File: src/rtl/vga_pkg.sv
// Shared VGA timing constants and sync decoder state encoding.
package vga_pkg;

    // 640x480 @ 60 Hz reference timing (pixels / lines)
    localparam int HD = 640;
    localparam int HF = 48;
    localparam int HB = 16;
    localparam int HR = 96;
    localparam int VD = 480;
    localparam int VF = 10;
    localparam int VB = 33;
    localparam int VR = 2;

    localparam int H_TOTAL = HD + HF + HB + HR;  // 800
    localparam int V_TOTAL = VD + VF + VB + VR;  // 525

    typedef enum logic [1:0] {
        ST_SEARCH  = 2'd0,
        ST_MEASURE = 2'd1,
        ST_LOCKED  = 2'd2
    } sync_state_t;

endpackage

File: src/rtl/sync_edge_det.sv
// Polarity-normalising sync edge detector, qualified by the pixel tick.
module sync_edge_det #(
    parameter bit POL = 1'b1
) (
    input  logic CLK_100MHz,
    input  logic reset,
    input  logic p_tick,
    input  logic sync_in,
    output logic asserted_edge
);

    logic norm;
    logic prev;

    assign norm = (sync_in == POL);

    // History of the normalised level, updated only on pixel ticks
    always_ff @(posedge CLK_100MHz) begin
        if (reset) begin
            prev <= 1'b0;
        end else if (p_tick) begin
            prev <= norm;
        end
    end

    assign asserted_edge = p_tick && norm && !prev;

endmodule

File: src/rtl/vga_sync_decoder.sv
// Recovers pixel coordinates and line/frame timing from a hsync/vsync/video_on stream.
//
// state      | meaning
// -----------+-----------------------------------------------------------
// ST_SEARCH  | no timing reference; waiting for a vsync edge
// ST_MEASURE | one frame of measurement; every line must match the first
// ST_LOCKED  | h_total/v_total valid; any deviation drops back to search
module vga_sync_decoder
    import vga_pkg::*;
#(
    parameter bit HSYNC_POL = 1'b1,
    parameter bit VSYNC_POL = 1'b1,
    parameter int H_MAX     = 2047,
    parameter int V_MAX     = 1023
) (
    input  logic        CLK_100MHz,
    input  logic        reset,
    input  logic        p_tick,
    input  logic        hsync,
    input  logic        vsync,
    input  logic        video_on,
    output logic        pixel_valid,
    output logic [9:0]  pixel_x,
    output logic [9:0]  pixel_y,
    output logic        line_start,
    output logic        frame_start,
    output logic        locked,
    output logic [10:0] h_total,
    output logic [9:0]  v_total,
    output logic        err
);

    localparam logic [10:0] H_SAT = 11'(H_MAX);
    localparam logic [9:0]  V_SAT = 10'(V_MAX);

    logic        h_edge;
    logic        v_edge;
    logic [10:0] h_cnt;
    logic [9:0]  v_cnt;
    logic [9:0]  x_cnt;
    logic [9:0]  y_cnt;
    logic        had_video;
    logic [9:0]  x_now;
    logic [9:0]  y_now;
    logic        sat_hit;
    logic [10:0] ref_h;
    logic        ref_valid;
    sync_state_t state;

    sync_edge_det #(.POL(HSYNC_POL)) u_hsync_edge (
        .CLK_100MHz    (CLK_100MHz),
        .reset         (reset),
        .p_tick        (p_tick),
        .sync_in       (hsync),
        .asserted_edge (h_edge)
    );

    sync_edge_det #(.POL(VSYNC_POL)) u_vsync_edge (
        .CLK_100MHz    (CLK_100MHz),
        .reset         (reset),
        .p_tick        (p_tick),
        .sync_in       (vsync),
        .asserted_edge (v_edge)
    );

    // Coordinates of the pixel in this tick, with the edge resets applied first
    assign x_now = h_edge ? 10'd0 : x_cnt;
    assign y_now = v_edge ? 10'd0 : ((h_edge && had_video) ? y_cnt + 10'd1 : y_cnt);

    // Saturation is reported only on the tick that reaches the limit, not while stuck there
    assign sat_hit = p_tick && ((!h_edge && (h_cnt == H_SAT - 11'd1)) ||
                                (h_edge && !v_edge && (v_cnt == V_SAT - 10'd1)));

    // Position counters: tick count within the line, line count within the frame, active x/y
    always_ff @(posedge CLK_100MHz) begin
        if (reset) begin
            h_cnt     <= '0;
            v_cnt     <= '0;
            x_cnt     <= '0;
            y_cnt     <= '0;
            had_video <= 1'b0;
        end else if (p_tick) begin
            if (h_edge) begin
                h_cnt <= 11'd1;
            end else if (h_cnt != H_SAT) begin
                h_cnt <= h_cnt + 11'd1;
            end

            if (v_edge) begin
                v_cnt <= '0;
            end else if (h_edge && (v_cnt != V_SAT)) begin
                v_cnt <= v_cnt + 10'd1;
            end

            x_cnt <= x_now + {9'd0, video_on};
            y_cnt <= y_now;

            if (h_edge || v_edge) begin
                had_video <= video_on;
            end else begin
                had_video <= had_video | video_on;
            end
        end
    end

    // Registered pixel and sync-edge outputs
    always_ff @(posedge CLK_100MHz) begin
        if (reset) begin
            pixel_valid <= 1'b0;
            pixel_x     <= '0;
            pixel_y     <= '0;
            line_start  <= 1'b0;
            frame_start <= 1'b0;
        end else begin
            pixel_valid <= p_tick && video_on;
            line_start  <= h_edge;
            frame_start <= v_edge;
            if (p_tick && video_on) begin
                pixel_x <= x_now;
                pixel_y <= y_now;
            end
        end
    end

    // Lock FSM: h_cnt at an hsync edge still holds the length of the line just ended
    always_ff @(posedge CLK_100MHz) begin
        if (reset) begin
            state     <= ST_SEARCH;
            locked    <= 1'b0;
            err       <= 1'b0;
            h_total   <= '0;
            v_total   <= '0;
            ref_h     <= '0;
            ref_valid <= 1'b0;
        end else begin
            err <= 1'b0;
            if (p_tick) begin
                if (sat_hit) begin
                    err    <= 1'b1;
                    locked <= 1'b0;
                    state  <= ST_SEARCH;
                end else begin
                    case (state)
                        ST_SEARCH: begin
                            if (v_edge) begin
                                ref_h     <= '0;
                                ref_valid <= 1'b0;
                                state     <= ST_MEASURE;
                            end
                        end
                        ST_MEASURE: begin
                            if (h_edge && ref_valid && (h_cnt != ref_h)) begin
                                err   <= 1'b1;
                                state <= ST_SEARCH;
                            end else begin
                                if (h_edge && !ref_valid) begin
                                    ref_h     <= h_cnt;
                                    ref_valid <= 1'b1;
                                end
                                if (v_edge && ref_valid) begin
                                    h_total <= ref_h;
                                    v_total <= v_cnt + 10'd1;
                                    locked  <= 1'b1;
                                    state   <= ST_LOCKED;
                                end
                            end
                        end
                        ST_LOCKED: begin
                            if ((h_edge && (h_cnt != h_total)) ||
                                (v_edge && ((v_cnt + 10'd1) != v_total))) begin
                                err    <= 1'b1;
                                locked <= 1'b0;
                                state  <= ST_SEARCH;
                            end
                        end
                        default: begin
                            locked <= 1'b0;
                            state  <= ST_SEARCH;
                        end
                    endcase
                end
            end
        end
    end

endmodule

File: config.mk
export PLATFORM = sky130hd
export DESIGN_NAME = vga_sync_decoder
export DESIGN_NICKNAME = d
export VERILOG_FILES = /design/src/rtl/vga_pkg.sv /design/src/rtl/sync_edge_det.sv /design/src/rtl/vga_sync_decoder.sv
export SDC_FILE = /design/constraint.sdc
export NUM_CORES = 1
export LEC_CHECK = 0
export ABC_CLOCK_PERIOD_IN_PS = 2700
export CORE_MARGIN = 2
export CORE_UTILIZATION = 55
export CTS_CLUSTER_SIZE = 16
export DETAILED_ROUTE_END_ITERATION = 8
export PLACE_DENSITY = 0.78
export RECOVER_POWER = 100
export SETUP_SLACK_MARGIN = 0.5
export SLEW_MARGIN = 20
export SYNTH_ARGS = -nofsm -noshare
export SYNTH_HDL_FRONTEND = slang
export SYNTH_SLANG_ARGS = --single-unit
File: constraint.sdc
create_clock -name CLK_100MHz -period 2.7 [get_ports CLK_100MHz]
set_input_delay 0.54 -clock CLK_100MHz [delete_from_list [all_inputs] [get_ports CLK_100MHz]]
set_output_delay 0.54 -clock CLK_100MHz [all_outputs]
set_load 0.03 [all_outputs]
==> results of run 1 <==
[synthesized netlist by cell type, types with 8 or more instances]
library cell,n,area share [%]
xor2_1,51,9.0
nor3_1,22,2.2
nand3_1,31,3.1
and3_1,9,1.1
clkbuf_1,34,2.6
nor2_1,81,6.1
dfxtp_1,104,42
a211oi_1,10,1.5
ha_1,10,2.5
a21oi_1,38,3.8
nand4_1,16,2.0
nand2_1,61,4.6
mux2i_1,20,4.0
xnor2_1,16,2.8
inv_1,8,0.61
and2_1,8,1.0
[path summary, 6_finish.rpt]
check             startpoint          to  slack, ns
setup / recovery    h_cnt[6]    state[0]       0.22
hold reg to reg   pixel_x[9]  pixel_x[9]       0.45
setup reg to reg    h_cnt[6]    state[0]       0.22
hold / removal    pixel_x[9]  pixel_x[9]       0.45
[cell usage in the layout, fill, tap and decap left out, types with 19 or more instances in the layout]
master / synthesis / layout
dfxtp_1: 104 / 85
nor2_1: 81 / 80
nand2_1: 61 / 59
xor2_1: 51 / 50
dlygate4sd3_1: 0 / 46
a21oi_1: 38 / 38
buf_4: 2 / 31
nand3_1: 31 / 30
mux2i_1: 20 / 20
nor3_1: 22 / 19
[final cells by class]
type                            count  area, um^2  area share [%]
Clock buffer                       11         151            2.44
Tap cell                          108         135            2.18
Clock inverter                      5        51.3           0.826
Inverter                            8        30.0           0.484
Multi-Input combinational cell    429        2820            45.5
Timing Repair Buffer               94         880            14.2
Sequential cell                   104        2140            34.4
[flip-flops by register name, summed over array words and instances, names as in the netlist, 2 cells and up]
register  flops
h_cnt        11
h_total      11
ref_h        11
pixel_x      10
pixel_y      10
v_cnt        10
v_total      10
x_cnt        10
y_cnt        10
state         2
[stage by stage]
step                      hold WS (ns)  cell area [um^2]  worst slack, ns  std cells
after floorplan                  0.427              4970            0.517        590
final                            0.452              6210            0.218        759
after detailed placement         0.444              5550          -0.0205        720
after global routing             0.471              6210            0.134        759
after CTS                        0.458              5980            0.384        745
after global placement           0.435              5550           0.0340        720
[logic make-up (layout without fill, tap and decap cells)]
| family | count (synthesis) | in the layout | share of synthesized area [%] |
|---|---|---|---|
| compound gates | 76 | 76 | 10.0 |
| buf+inv | 57 | 118 | 5.10 |
| simple gates | 255 | 255 | 24.1 |
| mux | 21 | 21 | 4.35 |
| fa+ha+maj | 10 | 10 | 2.53 |
| flops | 104 | 104 | 42.1 |
| xor+xnor | 67 | 67 | 11.9 |
[worst max-delay path, delay by kind of cell (launching register included)]
family | cells | cell delay (ns)
DFF | 1 | 0.40
AOI/OAI and AO/OA | 4 | 0.82
and+or+nand+nor | 4 | 0.84
buffers and inverters | 2 | 0.33
[routing by layer]
metal / share of wire, % / track usage, % / vias up
li1: - / - / 2105
met1: 41 / 31.3 / 2123
met2: 51 / 42.8 / 148
met3: 4.8 / 3.55 / 38
met4: 3.0 / 10.5 / 0
met5: 0 / 0 / -
[where the power goes]
part | switching (mW) | leakage (nW) | internal [mW]
clock | 0.581 | 0.103 | 0.403
combinational | 0.165 | 1.55 | 0.0882
sequential | 0.0172 | 0.852 | 1.54
[what timing repair did]
item                                    CTS  global route
gates resized for setup                  29            48
pin swaps                                 6            14
hold buffers                              0             0
endpoints found under the setup margin   39            54
hold endpoints to repair                  0             0
buffers inserted                          7            14
gates cloned                              2             0
==> summary.txt, run 1 <==
Outcome
  – Status: finished with violations
  – Failing checks: capacitance limit, slew limit

Synthesis
  – Cells after synthesis: 590
  – Mapped Area: 4950 um^2
  – Post-synthesis area per instance: 8.39 um^2
  – FF+latch count, synth: 104
  – EDFF count, synth: 0
  – Number of synthesis warnings: 0
  – Netlist cell types: 48
  – Post-synthesis sequential area ratio: 42.1%
  – Async SR Flop Fraction: 0%
  – Post-Synthesis Net Count: 606
  – Main flop type after synthesis: dfxtp_1

GRT
  – First-pass GRT wire length: 20.1 mm
  – Antenna violations before repair: 0
  – GRT Total Usage: 24.9%
  – Largest net degree at the start of global routing: 34
  – Total grt overflow: 0
  – Vias in the first global route: 4,240

Detailed routing
  – Routed vias/inst: 5.82
  – Drt wl/cell: 16.5 um
  – 1st-pass router iterations: 6
  – Drc violations: 0
  – Initial DRC Count: 269
  – Detailed-route via count: 4,414
  – Antenna Nets Post-Route: 0
  – Post-Route WL: 12.5 mm

Floorplan
  – Row Count: 34
  – Starting Density: 56.8%
  – Core area: 8720 um^2
  – Die area: 9780 um^2
  – Die height: 98.9 um
  – Die width: 98.9 um
  – Top-level port count: 52

Clocking
  – CTS sink cnt: 104
  – Root Driver: clkbuf_8
  – H-tree levels: 3
  – Worst-path clk slew: 0.11 ns
  – TritonCTS Buffers: 9
  – Worst-Skew Late Latency: 0.38 ns
  – CTS tree: yes
  – Clk buf depth: 2

Setup path
  – Data arrival time of the worst path: 2.76 ns
  – CP cell instances: clkbuf_1 > nand4_1 > nor4_4 > a31o_1 > buf_4 > nor3_1 > o22ai_1 > o211ai_2 > or2_1 > a21oi_1
  – Crit start category: register
  – Crit Path Category: reg2reg
  – Req. time, crit path: 2.97 ns
  – Slowest stage delay, CP: 0.40 ns
  – Max FO, Critical Path: 6
  – Critical Path Slowest Stage Cell: dfxtp_4
  – FF-to-FF path depth: 10
  – CP endpoint kind: register

Finish
  – Final #Nets: 662
  – P&R area growth vs syn: 25.4%
  – Core Util, Final: 71.2%
  – Filler instances: 655
  – Layout cells sized above 1: 16.9%
  – Antenna cells: 0

STA
  – Worst slew pin tran: 1.60 ns
  – Fin crit period: 2.48 ns
  – Slew HR: -6.70%
  – Final setup vio count: 0
  – Final hold vios: 0
  – Max Clk Rate: 403 MHz
  – Slew Limit Fails: 34
  – RSZ-0062 raised after global routing: true
  – Final setup skew: 0.0135 ns
  – Final Cycle Share: 91.9%
  – Setup_tns: 0 ns

Pwr
  – Overall Power: 2.79 mW
  – PwrDens: 450 nW/um^2
  – Maximum vdd drop: 0.384 mV
  – Pleak: 2.50 nW

Placement
  – Port Buf Inserts: 51
  – Hpwl dp: 7.69 mm
  – RD Place Congestion: 0.922

Run
  – MaxCap Viol Count: 1

Hold path
  – Min-delay worst type: reg2reg
  – Hold Crit Depth: 2
No activity file was read; power rests on OpenSTA's default activity.
==> run 2, diff against run 1 <==
--- a/config.mk
+++ b/config.mk
@@ -10,6 +10,7 @@
 export CORE_UTILIZATION = 55
 export CTS_CLUSTER_SIZE = 16
 export DETAILED_ROUTE_END_ITERATION = 8
+export GPL_TIMING_DRIVEN = 1
 export PLACE_DENSITY = 0.78
 export RECOVER_POWER = 100
 export SETUP_SLACK_MARGIN = 0.5
==> results of run 2 <==
Final layout, timing and power as in run 1 (identical DEF).
